$ cat config.mk
export PLATFORM = sky130hd
export DESIGN_NAME = instr_sequencer_flat
export DESIGN_NICKNAME = d
export VERILOG_FILES = /design/src/rtl/instr_sequencer_if.sv /design/src/rtl/instr_sequencer.sv /design/src/flat_wrapper.sv
export SDC_FILE = /design/constraint.sdc
export NUM_CORES = 1
export LEC_CHECK = 0
export BUFFER_PORTS_ARGS = -buffer_cell sky130_fd_sc_hd__buf_2
export CAP_MARGIN = 20
export CORE_ASPECT_RATIO = 0.75
export CORE_MARGIN = 2
export CORE_UTILIZATION = 39
export DETAILED_ROUTE_END_ITERATION = 8
export PLACE_DENSITY = 0.68
export SLEW_MARGIN = 20
export SYNTH_ARGS = -nofsm -noshare
export SYNTH_HDL_FRONTEND = slang
export SYNTH_SLANG_ARGS = --single-unit
$ cat constraint.sdc
create_clock -name clk -period 2.5 [get_ports clk]
set_clock_uncertainty 0.1 [all_clocks]
set_input_delay 0.5 -clock clk [delete_from_list [all_inputs] [get_ports clk]]
set_output_delay 0.5 -clock clk [all_outputs]
set_load 0.02 [all_outputs]
$ cat src/rtl/instr_sequencer_if.sv
// ---------------------------------------------------------------------------
// instr_sequencer_if
//   Bundles the control-sequencer handshake and status signals.
//
//   Sequencer inputs : run, clear, if_done, instruction, done_vec
//   Sequencer outputs: if_start, if_active, exec_en, halted, fault,
//                      fault_code, retired
//
//   master modport : the sequencer itself
//   slave  modport : fetch/execute units and status consumers
// ---------------------------------------------------------------------------
interface instr_sequencer_if #(
  parameter int NUM_UNITS = 5
);
  logic                 run;
  logic                 clear;
  logic                 if_done;
  logic [15:0]          instruction;
  logic [NUM_UNITS-1:0] done_vec;

  logic                 if_start;
  logic                 if_active;
  logic [NUM_UNITS-1:0] exec_en;
  logic                 halted;
  logic                 fault;
  logic [1:0]           fault_code;
  logic [15:0]          retired;

  modport master (
    input  run, clear, if_done, instruction, done_vec,
    output if_start, if_active, exec_en, halted, fault, fault_code, retired
  );

  modport slave (
    output run, clear, if_done, instruction, done_vec,
    input  if_start, if_active, exec_en, halted, fault, fault_code, retired
  );
endinterface

$ cat src/rtl/instr_sequencer.sv
// ---------------------------------------------------------------------------
// instr_sequencer
//   Top-level control sequencer. Alternates instruction fetch with execute,
//   dispatches each fetched instruction to one execute FSM by opcode, counts
//   retired instructions and traps halt, illegal opcodes, stray done pulses
//   and hung execute units.
//
//   Parameters
//     TIMEOUT   : cycles allowed in EXEC before the watchdog trips (2..255)
//     NUM_UNITS : width of the done/enable vectors (units 0..4 are used)
//
//   Ports
//     clk  : system clock
//     rst  : asynchronous, active-high reset
//     bus  : instr_sequencer_if master modport
//            in : run, clear, if_done, instruction[15:0], done_vec
//            out: if_start, if_active, exec_en, halted, fault,
//                 fault_code[1:0] (01 illegal, 10 stray done, 11 timeout),
//                 retired[15:0]
// ---------------------------------------------------------------------------
module instr_sequencer #(
  parameter int TIMEOUT   = 64,
  parameter int NUM_UNITS = 5
) (
  input logic                clk,
  input logic                rst,
  instr_sequencer_if.master  bus
);

  typedef enum logic [2:0] {
    IDLE,
    FETCH,
    DECODE,
    EXEC,
    HALTED,
    FAULT
  } state_t;

  localparam logic [7:0] WDOG_LAST = 8'(TIMEOUT - 1);

  state_t               state;
  logic [15:0]          ir;
  logic [7:0]           wdog;
  logic                 if_start_q;
  logic                 if_active_q;
  logic [NUM_UNITS-1:0] exec_en_q;
  logic                 halted_q;
  logic                 fault_q;
  logic [1:0]           fault_code_q;
  logic [15:0]          retired_q;

  logic [NUM_UNITS-1:0] dec_sel;
  logic                 dec_halt;
  logic                 dec_legal;
  logic                 done_hit;
  logic                 done_stray;

  // Operand fields are consumed by the datapath, not by the sequencer.
  logic                 ir_operand_unused;
  assign ir_operand_unused = ^ir[11:0];

  // Opcode decode of the latched instruction register.
  always_comb begin
    dec_sel   = '0;
    dec_halt  = 1'b0;
    dec_legal = 1'b1;
    case (ir[15:12])
      4'h0:       dec_sel[0] = 1'b1;
      4'h1, 4'h2: dec_sel[1] = 1'b1;
      4'h3:       dec_sel[2] = 1'b1;
      4'h4:       dec_sel[3] = 1'b1;
      4'h5:       dec_sel[4] = 1'b1;
      4'hF:       dec_halt   = 1'b1;
      default:    dec_legal  = 1'b0;
    endcase
  end

  // exec_en_q doubles as the record of which unit owns the current EXEC.
  assign done_hit   = |(bus.done_vec & exec_en_q);
  assign done_stray = |(bus.done_vec & ~exec_en_q);

  always_ff @(posedge clk or posedge rst) begin
    if (rst) begin
      state        <= IDLE;
      ir           <= '0;
      wdog         <= '0;
      if_start_q   <= 1'b0;
      if_active_q  <= 1'b1;
      exec_en_q    <= '0;
      halted_q     <= 1'b0;
      fault_q      <= 1'b0;
      fault_code_q <= 2'b00;
      retired_q    <= '0;
    end else begin
      if_start_q <= 1'b0;
      case (state)
        IDLE: begin
          if (bus.run) begin
            state      <= FETCH;
            if_start_q <= 1'b1;
          end
        end

        FETCH: begin
          if (bus.if_done) begin
            ir    <= bus.instruction;
            state <= DECODE;
          end
        end

        DECODE: begin
          if (dec_halt) begin
            state     <= HALTED;
            halted_q  <= 1'b1;
            retired_q <= retired_q + 16'd1;
          end else if (!dec_legal) begin
            state        <= FAULT;
            fault_q      <= 1'b1;
            fault_code_q <= 2'b01;
          end else begin
            state       <= EXEC;
            exec_en_q   <= dec_sel;
            if_active_q <= 1'b0;
            wdog        <= '0;
          end
        end

        // A stray done outranks a correct one; a done in the final
        // watchdog cycle still retires the instruction.
        EXEC: begin
          if (done_stray) begin
            state        <= FAULT;
            fault_q      <= 1'b1;
            fault_code_q <= 2'b10;
            exec_en_q    <= '0;
            if_active_q  <= 1'b1;
          end else if (done_hit) begin
            retired_q   <= retired_q + 16'd1;
            exec_en_q   <= '0;
            if_active_q <= 1'b1;
            if (bus.run) begin
              state      <= FETCH;
              if_start_q <= 1'b1;
            end else begin
              state <= IDLE;
            end
          end else if (wdog == WDOG_LAST) begin
            state        <= FAULT;
            fault_q      <= 1'b1;
            fault_code_q <= 2'b11;
            exec_en_q    <= '0;
            if_active_q  <= 1'b1;
          end else begin
            wdog <= wdog + 8'd1;
          end
        end

        HALTED, FAULT: begin
          if (bus.clear) begin
            state        <= IDLE;
            halted_q     <= 1'b0;
            fault_q      <= 1'b0;
            fault_code_q <= 2'b00;
          end
        end

        default: state <= IDLE;
      endcase
    end
  end

  assign bus.if_start   = if_start_q;
  assign bus.if_active  = if_active_q;
  assign bus.exec_en    = exec_en_q;
  assign bus.halted     = halted_q;
  assign bus.fault      = fault_q;
  assign bus.fault_code = fault_code_q;
  assign bus.retired    = retired_q;

endmodule
$ cat src/flat_wrapper.sv
// flat-port wrapper written by rule: the top's interface ports become plain ports
module instr_sequencer_flat 
#(
  parameter int TIMEOUT   = 64,
  parameter int NUM_UNITS = 5
)
  (clk, rst, bus_run, bus_clear, bus_if_done, bus_instruction, bus_done_vec, bus_if_start, bus_if_active, bus_exec_en, bus_halted, bus_fault, bus_fault_code, bus_retired);
  instr_sequencer_if #(.NUM_UNITS(NUM_UNITS)) bus_i ();
  input logic clk;
  input logic rst;
  input wire logic [$bits(bus_i.run)-1:0] bus_run;
  input wire logic [$bits(bus_i.clear)-1:0] bus_clear;
  input wire logic [$bits(bus_i.if_done)-1:0] bus_if_done;
  input wire logic [$bits(bus_i.instruction)-1:0] bus_instruction;
  input wire logic [$bits(bus_i.done_vec)-1:0] bus_done_vec;
  output wire logic [$bits(bus_i.if_start)-1:0] bus_if_start;
  output wire logic [$bits(bus_i.if_active)-1:0] bus_if_active;
  output wire logic [$bits(bus_i.exec_en)-1:0] bus_exec_en;
  output wire logic [$bits(bus_i.halted)-1:0] bus_halted;
  output wire logic [$bits(bus_i.fault)-1:0] bus_fault;
  output wire logic [$bits(bus_i.fault_code)-1:0] bus_fault_code;
  output wire logic [$bits(bus_i.retired)-1:0] bus_retired;
  assign bus_i.run = bus_run;
  assign bus_i.clear = bus_clear;
  assign bus_i.if_done = bus_if_done;
  assign bus_i.instruction = bus_instruction;
  assign bus_i.done_vec = bus_done_vec;
  assign bus_if_start = bus_i.if_start;
  assign bus_if_active = bus_i.if_active;
  assign bus_exec_en = bus_i.exec_en;
  assign bus_halted = bus_i.halted;
  assign bus_fault = bus_i.fault;
  assign bus_fault_code = bus_i.fault_code;
  assign bus_retired = bus_i.retired;
  instr_sequencer #(.TIMEOUT(TIMEOUT), .NUM_UNITS(NUM_UNITS)) u_core (.clk(clk), .rst(rst), .bus(bus_i));
endmodule
==> results by group, run 1 <==
Synth
  • Netlist Area Pre-Place: between 2000 and 2500 sq um
  • Compound-cell area share of the yosys netlist: 0.192
  • Sequential area share after synthesis: 0.476
  • Net count after synthesis: ~260
  • Post-synthesis xor/xnor area fraction: 0.0634
  • Most used DFF post-synth: dfrtp_1
  • Async SR Flop Fraction: 1.00
  • Avg Cell Area, Syn: 9.74 sq um
  • Yosys reg bits: 42
  • Post-Synthesis Cells: approximately 230
  • Top cell type's share of synthesized area: 0.464
  • Top cell type by total area after synthesis: dfrtp_1
  • Ys Warns: 0
  • Simple-gate area share of the yosys netlist: 0.203
  • Adder-cell share of the synthesized area: 0.0113
  • Multiplexer share of the synthesized area: 0.0255
  • Post-synth cell types: 45
  • Top cells by area, synth: dfrtp_1 (46%), nand2_1 (3.6%), xnor2_1 (3.2%)
  • Number of synthesized flops with an enable pin: 0
  • Main combinational cell family by area after synthesis: simple AND/OR/NAND/NOR gates

GRT
  • GRT Util Overall: 0.165
  • First-pass GRT wire length: 8.41 mm
  • Number of antenna violations at the first check in global routing: 0
  • Vias in the first global route: between 1,500 and 2,000
  • GR Overflow Total: 0
  • Largest net degree at the start of global routing: between 40 and 50

Place
  • HPWL after detailed placement: between 3 and 4 mm
  • Cell total after placement: between 300 and 400
  • Routability cong.: around 0.76
  • IO Port Bufs: 40

Timing
  • Final setup vio count: 0
  • Slew headroom: 0.614
  • Final Max Tran Viols: 0
  • Final min period: around 2200 ps
  • Fmax: between 0.4 and 0.5 GHz
  • Setup TNS: 0 ps
  • RSZ-0062 raised after global routing: no
  • Actual slew at the worst max-slew pin: around 570 ps
  • Final Hold Fails: 0
  • Final hold slack: about 220 ps
  • Period utilization: 0.864

Clock network
  • CTS resizes: 0
  • Clock sinks: between 40 and 50
  • Setup bufs post-CTS: 0
  • Clock tree from TritonCTS: done
  • Clock-pin transition on the worst setup and hold timing paths: roughly 90 ps
  • Latest clock arrival within the worst-skew pair: about 290 ps
  • Maximum clock insertion buffer count: 2
  • H-tree depth: 2
  • Number of hold buffers added after cts: 0
  • CTS Buf Count: 5
  • Clock root buffer: clkbuf_8

Floorplanning
  • Placeable Area: 5410 sq um
  • Cell Rows: 23
  • Initial core utilization: 0.409
  • Chip width: about 91 microns
  • DIE HEIGHT: between 60 and 70 microns
  • # IOs: 53
  • Die Footprint: between 6000 and 7000 sq um

Setup path
  • Cell count along the critical path: 6
  • Max incr delay on CP: about 560 ps
  • CP Cell Sequence: ha_1 > and3_1 > nand4_1 > nand4_1 > or4_1 > a21oi_1
  • Setup Crit Path Kind: reg -> reg
  • Startpoint Class: flip-flop
  • R2R cell count: 6
  • CP required: 2610 ps
  • Data arrival, critical path: 2280 ps
  • Crit path max fanout: 4
  • Worst Setup End Kind: flip-flop
  • Critical path's most frequent cell: nand4_1
  • Crit-path slowest cell: or4_1
  • CP bufs+invs: 0
  • Worst path top cell family by delay: simple AND/OR/NAND/NOR gates

Cells and area
  • Synth-to-layout area growth: 20.9%
  • Final core occ: 0.494
  • Share of layout cells above drive strength 1: 0.256
  • Nets: approximately 300
  • # diodes: 0
  • Final std cells w/o fill: 352

Pwr
  • Pwr Total: around 2.5 mW
  • Static leakage power: about 1.1 nW
  • P per Cell Area: ~940 nW/um^2
  • VDD IR-drop max: between 0.0004 and 0.0005 V

Routing
  • Wire per inst: 14.3 microns
  • Iteration count of the initial detailed-routing pass: 4
  • DR iter-0 viols: 106
  • Vias: approximately 1,900
  • DRC viols: 0
  • Final ANT Viol Nets: 0
  • Vias per Instance: roughly 5.3
  • DRT Wirelength: 5.03 mm

Outcome
  • Outcome: complete, no violations

Job
  • Max_cap viols: 0

Hold path
  • Worst Hold Class: in -> async
Yosys cell counts, types with 3 or more instances:
cell and count:
nand2_1 21, and3_1 3, xnor2_1 8, a21o_1 4, o21ai_0 13, a21oi_1 10, o31ai_1 3, or4_1 3
mux2_2 5, and2_1 4, nand2b_1 5, nor2_1 17, nor3_1 5, xor2_1 8, nand4_1 6, a211oi_1 4
clkbuf_1 8, inv_1 8, o2111ai_1 5, a2111oi_2 3, nand3_1 11, dfrtp_1 41
cell type report:
class,instances,area (sq um)
fillers,545,2740
multi-input cells,168,1090
flip-flops and latches,42,1050
repair buffers,50,288
well taps,75,93.8
clock buffers,6,72.6
clock inverters,2,37.5
inverters,9,33.8
cells by family after synthesis:
logic type | after synthesis
simple gates | 87
compound gates | 58
flops | 42
buf+inv | 17
xor+xnor | 16
mux | 5
fa+ha+maj | 2
placed cells by master, fill, tap and decap left out, types with 3 or more instances in the layout:
cell type / n
dfrtp_1: 41
buf_2: 40
nand2_1: 21
nor2_1: 17
o21ai_0: 13
nand3_1: 11
a21oi_1: 10
buf_4: 9
inv_1: 8
xor2_1: 8
xnor2_1: 8
nand4_1: 6
nor3_1: 5
mux2_2: 5
nand2b_1: 5
o2111ai_1: 5
clkbuf_8: 5
a211oi_1: 4
and2_1: 4
a21o_1: 4
and3_1: 3
or4_1: 3
o31ai_1: 3
a2111oi_2: 3
where the power goes:
group,internal [mW],switching (mW),total (mW)
clock network,0.298,0.240,0.538
registers,0.852,0.176,1.03
logic,0.394,0.556,0.949
total,1.54,0.971,2.51
metrics by stage:
step           setup slack (ps)  cell area (sq um)
3_5_place_dp                195               2560
2_1_floorplan               190               2210
3_3_place_gp                192               2560
4_1_cts                     349               2670
5_1_grt                     219               2670
6_report                    340               2670
per-layer routing:
| metal | track usage | part of all wire | up-vias |
|---|---|---|---|
| met2 | 0.209 | 0.38 | 40 |
| li1 | - | - | 931 |
| met4 | 0.0455 | 0.012 | 0 |
| met5 | 0 | 0 | - |
| met1 | 0.276 | 0.56 | 885 |
| met3 | 0.0348 | 0.043 | 5 |
worst reg2reg max path, delay by kind of cell, from the launching register on:
kind / cells / cell delay (ps)
and+or+nand+nor: 4 / 1160
DFF: 1 / 420
adders and majority gates: 1 / 250
AOI/OAI and AO/OA: 1 / 150
flip-flops by register name, indices dropped and copies added (netlist names):
name / count
u_core.bus.exec_en: 5
u_core.bus.retired: 16
u_core.bus.if_start: 1
u_core.bus.if_active: 1
u_core.ir: 4
u_core.state: 3
u_core.bus.fault: 1
u_core.wdog: 8
u_core.bus.halted: 1
u_core.bus.fault_code: 2
path summary, 6_finish.rpt:
kind / endpoint / slack, ps / from
max in group asynchronous: u_core.bus.if_active$_DFFE_PP1P_ / 1710 / rst
min in group clk: u_core.ir[15]$_DFFE_PP0P_ / 340 / bus_instruction[15]
min: u_core.bus.retired[9]$_DFFE_PP0P_ / 220 / rst
max reg2reg: u_core.wdog[7]$_DFFE_PP0P_ / 340 / u_core.wdog[0]$_DFFE_PP0P_
min reg2reg: u_core.bus.retired[15]$_DFFE_PP0P_ / 380 / u_core.bus.retired[15]$_DFFE_PP0P_
max: u_core.wdog[7]$_DFFE_PP0P_ / 340 / u_core.wdog[0]$_DFFE_PP0P_
Power figures use the tool's default switching activity.
==> run 2, diff against run 1 <==
--- a/config.mk
+++ b/config.mk
@@ -8,7 +8,6 @@
 export BUFFER_PORTS_ARGS = -buffer_cell sky130_fd_sc_hd__buf_2
 export CAP_MARGIN = 20
 export CORE_ASPECT_RATIO = 0.75
-export CORE_MARGIN = 2
 export CORE_UTILIZATION = 39
 export DETAILED_ROUTE_END_ITERATION = 8
 export PLACE_DENSITY = 0.68
==> run 2 against run 1 <==
Net effect: non-clock buffer count unchanged; worst setup slack improved by 68 ps; die area is 5.0% lower; sequential share of layout area rose by 0.47 points; sequential power barely moved; clock power is 14% lower; sequential cell count stayed put; critical path type unchanged; largest power group unchanged; highest routed layer unchanged.
==> results by group, run 2 (synthesis results as in run 1) <==
Outcome
  • Outcome: complete, no violations

GRT
  • First-pass GRT wire length: between 7 and 8 mm
  • GRT Util Overall: 0.178
  • Number of antenna violations at the first check in global routing: 0
  • GR Overflow Total: 0
  • Vias in the first global route: approximately 1,600
  • Largest net degree at the start of global routing: 43

Routing
  • DR iter-0 viols: 133
  • Vias: 1,851
  • Vias per Instance: roughly 5.3
  • DRT Wirelength: just over 5 mm
  • DRC viols: 0
  • Wire per inst: ~15 microns
  • Final ANT Viol Nets: 0
  • Iteration count of the initial detailed-routing pass: 4

Pwr
  • P per Cell Area: 916 nW/um^2
  • Pwr Total: between 2 and 2.5 mW
  • VDD IR-drop max: ~0.00047 V
  • Static leakage power: 1.12 nW

Cells and area
  • Nets: just over 300
  • Share of layout cells above drive strength 1: 0.256
  • Fillers: 525
  • Reg area: roughly 1100 sq um
  • Synth-to-layout area growth: 19.5%
  • Most common cell after layout, fill and taps aside: dfrtp_1
  • Final core occ: 0.488
  • Multi-input gate area: about 1100 sq um
  • Most frequent cells in the layout: dfrtp_1 (41), buf_2 (40), nand2_1 (21)
  • Number of flip-flops in the largest register: 16
  • # diodes: 0

Clock network
  • H-tree depth: 2
  • CTS Buf Count: 5
  • Number of hold buffers added after cts: 0
  • Clock root buffer: clkbuf_8
  • Maximum clock insertion buffer count: 2
  • Clock tree from TritonCTS: done
  • Setup bufs post-CTS: 0
  • Clock-pin transition on the worst setup and hold timing paths: around 80 ps
  • Latest clock arrival within the worst-skew pair: 300 ps
  • Clock sinks: 42
  • CTS resizes: 0

Floorplanning
  • Chip width: 88.9 microns
  • Cell Rows: 23
  • DIE HEIGHT: just under 70 microns
  • Initial core utilization: 0.409
  • Die Footprint: 5980 sq um
  • # IOs: 53
  • Placeable Area: 5410 sq um

Setup path
  • CP required: approximately 2600 ps
  • CP bufs+invs: 1
  • Crit path max fanout: 5
  • Startpoint Class: flip-flop
  • Setup Crit Path Kind: reg -> reg
  • Crit path launch: u_core.wdog[0]$_DFFE_PP0P_
  • RR Startpoint: u_core.wdog[0]$_DFFE_PP0P_
  • Flop2flop setup slack: between 400 and 500 ps
  • Critical path's most frequent cell: nand4_1
  • Max incr delay on CP: about 400 ps
  • Reg2reg end: u_core.bus.exec_en[1]$_DFFE_PP0P_
  • Data arrival, critical path: ~2200 ps
  • R2R cell count: 7
  • Crit-path slowest cell: a21boi_0
  • CP Cell Sequence: ha_1 > and3_1 > nand4_1 > nand4_1 > buf_4 > a21boi_0 > o21ai_0
  • Worst Setup End Kind: flip-flop
  • Worst path top cell family by delay: simple AND/OR/NAND/NOR gates

Place
  • IO Port Bufs: 40
  • HPWL after detailed placement: about 3.7 mm
  • Worst slack at placement: roughly 230 ps
  • Routability cong.: 0.765

Timing
  • Fmax: 0.478 GHz
  • Fin worst setup slack: just over 400 ps
  • Final min period: around 2100 ps
  • Actual slew at the worst max-slew pin: 571 ps
  • Period utilization: 0.837
  • Final Hold Fails: 0
  • RSZ-0062 raised after global routing: no
  • Final setup vio count: 0
  • Final Max Tran Viols: 0
  • Setup TNS: 0 ps
  • Slew headroom: 0.616

Hold path
  • Worst Hold Class: in -> async

Job
  • Max_cap viols: 0
-- run 2: cell types whose count changed in the layout (fill, tap and decap cells not counted) --
cell / change
bufinv_16: -1
buf_4: +1
clkinv_2: +1
clkinvlp_4: -1
clkbuf_8: +1
buf_12: -1
-- run 2: layer usage --
| metal | GRT usage | vias to the layer above | wire (microns) |
|---|---|---|---|
| li1 | - | 934 | - |
| met4 | 0.0595 | 0 | 70 |
| met2 | 0.221 | 52 | 2000 |
| met5 | 0 | - | 0 |
| met3 | 0.0355 | 9 | 259 |
| met1 | 0.294 | 856 | 2780 |
-- run 2: worst max-delay path by stage --
stage	end	slack (ps)	cells past startpoint
after floorplan	u_core.wdog[7]$_DFFE_PP0P_	190	5
after global placement	u_core.wdog[3]$_DFFE_PP0P_	210	7
after detailed placement	u_core.wdog[3]$_DFFE_PP0P_	230	7
after CTS	u_core.bus.exec_en[1]$_DFFE_PP0P_	410	7
after global routing	u_core.bus.exec_en[2]$_DFFE_PP0P_	190	7
final	u_core.bus.exec_en[1]$_DFFE_PP0P_	410	7
-- run 2: tightest hold or removal path, cell delays in order --
cell	delay, ps
buf_2	90
inv_1	40
buf_4	440
-- run 2: through the flow --
step	cell area [sq um]	instances	hold slack, ps
after global placement	2550	344	353
final	2640	352	214
after detailed placement	2550	344	358
after floorplan	2210	227	397
after CTS	2640	352	244
after global routing	2640	352	279
-- run 2: where the power goes --
group          internal, mW  total, mW  switching [mW]
Sequential            0.852       1.03           0.179
Combinational         0.378      0.924           0.546
Clock                 0.223      0.465           0.242
-- run 2: cell type report --
type / count / share of cell area
clock buffers: 7 / 0.0327
clock inverters: 1 / 0.00189
inverters: 9 / 0.0128
multi-input cells: 168 / 0.414
flip-flops and latches: 42 / 0.398
well taps: 75 / 0.0355
repair buffers: 50 / 0.104
==> run 3, diff against run 2 <==
--- a/config.mk
+++ b/config.mk
@@ -10,7 +10,7 @@
 export CORE_ASPECT_RATIO = 0.75
 export CORE_UTILIZATION = 39
 export DETAILED_ROUTE_END_ITERATION = 8
-export PLACE_DENSITY = 0.68
+export PLACE_DENSITY = 0.71
 export SLEW_MARGIN = 20
 export SYNTH_ARGS = -nofsm -noshare
 export SYNTH_HDL_FRONTEND = slang
==> constraint.sdc (replaced) <==
create_clock -name clk -period 1.8 [get_ports clk]
set_clock_uncertainty 0.1 [all_clocks]
set_input_delay 0.36 -clock clk [delete_from_list [all_inputs] [get_ports clk]]
set_output_delay 0.36 -clock clk [all_outputs]
set_load 0.02 [all_outputs]
==> run 3 against run 2 <==
Net effect: the run now ends with negative setup slack left; cell count increased by 14%; first-iteration DRC count decreased by 1.5%; combinational power up 140%; clock power rose by 37%.
==> results by group, run 3 (synthesis results as in run 1) <==
Cells and area
  • Final std cells w/o fill: 403
  • Finished Cell Area: 3360 sq um
  • Share of layout cells above drive strength 1: 0.488
  • # diodes: 0
  • Fillers: 453
  • Multi-input gate area: about 1400 sq um
  • Reg area: about 1100 sq um
  • Nets: between 300 and 400
  • Synth-to-layout area growth: 51.9%
  • Final core occ: 0.621
  • Most frequent cells in the layout: buf_4 (49), buf_2 (41), dfrtp_1 (38)
  • Number of flip-flops in the largest register: 16
  • Most common cell after layout, fill and taps aside: buf_4

Setup path
  • Data arrival, critical path: roughly 2100 ps
  • Max incr delay on CP: 390 ps
  • Crit path max fanout: 5
  • Critical path's most frequent cell: buf_4
  • CP required: approximately 1900 ps
  • Startpoint Class: flip-flop
  • CP bufs+invs: 4
  • CP Cell Sequence: inv_2 > a222oi_1 > buf_4 > buf_4 > buf_4 > nand4_4 > a211oi_2 > xor2_1
  • Worst path top cell family by delay: compound AO/OA/AOI/OAI gates
  • Crit-path slowest cell: dfrtp_2
  • Setup Crit Path Kind: reg -> reg
  • Worst Setup End Kind: flip-flop

Place
  • IO Port Bufs: 40
  • Area of placed instances: 2850 sq um
  • Cell total after placement: 379
  • Worst slack at placement: -347 ps
  • Routability cong.: approximately 0.84
  • HPWL after detailed placement: 4.10 mm

Clock network
  • Number of hold buffers added after cts: 0
  • Clock sinks: 42
  • CTS Buf Count: 5
  • Clock tree from TritonCTS: done
  • Latest clock arrival within the worst-skew pair: 300 ps
  • Clock root buffer: clkbuf_8
  • H-tree depth: 2
  • Clock-pin transition on the worst setup and hold timing paths: around 90 ps
  • Maximum clock insertion buffer count: 2

Timing
  • Final Max Tran Viols: 0
  • Final min period: 2020 ps
  • RSZ-0062 raised after global routing: yes
  • Final Hold Fails: 0
  • Fmax: 0.496 GHz
  • Final setup vio count: 32
  • Actual slew at the worst max-slew pin: 519 ps
  • Period utilization: 1.12
  • Slew headroom: 0.653
  • Fin worst setup slack: -218 ps

Routing
  • Final ANT Viol Nets: 0
  • Wire per inst: 16.5 microns
  • DRT Wirelength: 6.64 mm
  • Iteration count of the initial detailed-routing pass: 4
  • Vias per Instance: 5.48
  • DRC viols: 0
  • DR iter-0 viols: between 100 and 150
  • Vias: 2,210

GRT
  • GR Overflow Total: 0
  • Largest net degree at the start of global routing: 43
  • GRT Util Overall: 0.210
  • Number of antenna violations at the first check in global routing: 0
  • Vias in the first global route: roughly 1,900
  • First-pass GRT wire length: 9.40 mm

Pwr
  • Static leakage power: 1.43 nW
  • VDD IR-drop max: about 0.0006 V
  • Sw frac: 0.391
  • P_int: 2.62 mW
  • Combinational group share of total power: 0.526
  • Psw: around 1.7 mW
  • Flop pwr share: 0.325
  • P per Cell Area: ~1300 nW/um^2
  • Clock Power Share: 0.148

Outcome
  • Outcome: complete, but fails checks
  • Failing checks: negative setup slack

Floorplanning
  • Placeable Area: approximately 5400 sq um
  • Cell Rows: 23
  • # IOs: 53
  • Chip width: 88.9 microns
  • DIE HEIGHT: 67.2 microns
  • Initial core utilization: 0.409
  • Die Footprint: 5980 sq um

Hold path
  • Worst Hold Class: in -> async

Job
  • Max_cap viols: 0
==> run 3: power groups by stage <==
stage                     combinational, mW  sequential, mW  clock, mW
after CTS                              1.92            1.39      0.650
after global routing                   2.44            1.43      0.686
after detailed placement               1.69            1.41          0
after floorplan                       0.803            1.54          0
final                                  2.26            1.40      0.638
after global placement                 1.67            1.39          0
==> run 3: layout make-up <==
class,instances,share of cell area
Sequential cell,42,0.314
Multi-Input combinational cell,169,0.414
Tap cell,75,0.0279
Inverter,9,0.0101
Clock inverter,1,0.00149
Clock buffer,7,0.0257
Timing Repair Buffer,100,0.207
==> run 3: stage by stage <==
| stage | power, mW | TNS, ps | hold slack [ps] |
|---|---|---|---|
| 3_5_place_dp | 3.10 | -6300 | 344 |
| 3_3_place_gp | 3.06 | -4160 | 339 |
| 4_1_cts | 3.97 | -4300 | 22.1 |
| 2_1_floorplan | 2.35 | -7150 | 388 |
| 6_report | 4.30 | -4050 | 7.03 |
| 5_1_grt | 4.55 | -6310 | 32.0 |
==> run 3: tightest hold or removal path, delay by kind of cell <==
kind     cells  cell delay (ps)
buf+inv      3              420
==> run 3: per-layer routing <==
layer / track usage / routed length, microns
met1: 0.336 / 3190
met3: 0.0379 / 346
met5: 0 / 0
met2: 0.290 / 3010
met4: 0.0496 / 91
==> run 3: worst paths after layout <==
| kind | from | end | slack, ps | cells past startpoint |
|---|---|---|---|---|
| min in group clk | bus_instruction[14] | u_core.ir[14]$_DFFE_PP0P_ | 200 | 2 |
| worst min-delay path | rst | u_core.bus.exec_en[2]$_DFFE_PP0P_ | 7 | 3 |
| worst max register to register | u_core.bus.exec_en[0]$_DFFE_PP0P_ | u_core.bus.retired[13]$_DFFE_PP0P_ | -220 | 8 |
| worst min register to register | u_core.bus.retired[15]$_DFFE_PP0P_ | u_core.bus.retired[15]$_DFFE_PP0P_ | 390 | 1 |
| worst max-delay path | u_core.bus.exec_en[0]$_DFFE_PP0P_ | u_core.bus.retired[13]$_DFFE_PP0P_ | -220 | 8 |
| max in group asynchronous | rst | u_core.bus.if_active$_DFFE_PP1P_ | 1330 | 3 |
==> run 3: what timing repair did <==
action,in CTS,in global routing
cloned,1,1
gates resized for setup,34,23
pin swaps,18,14
hold endpoints to repair,0,0
setup buffers,7,10
endpoints found under the setup margin,32,36
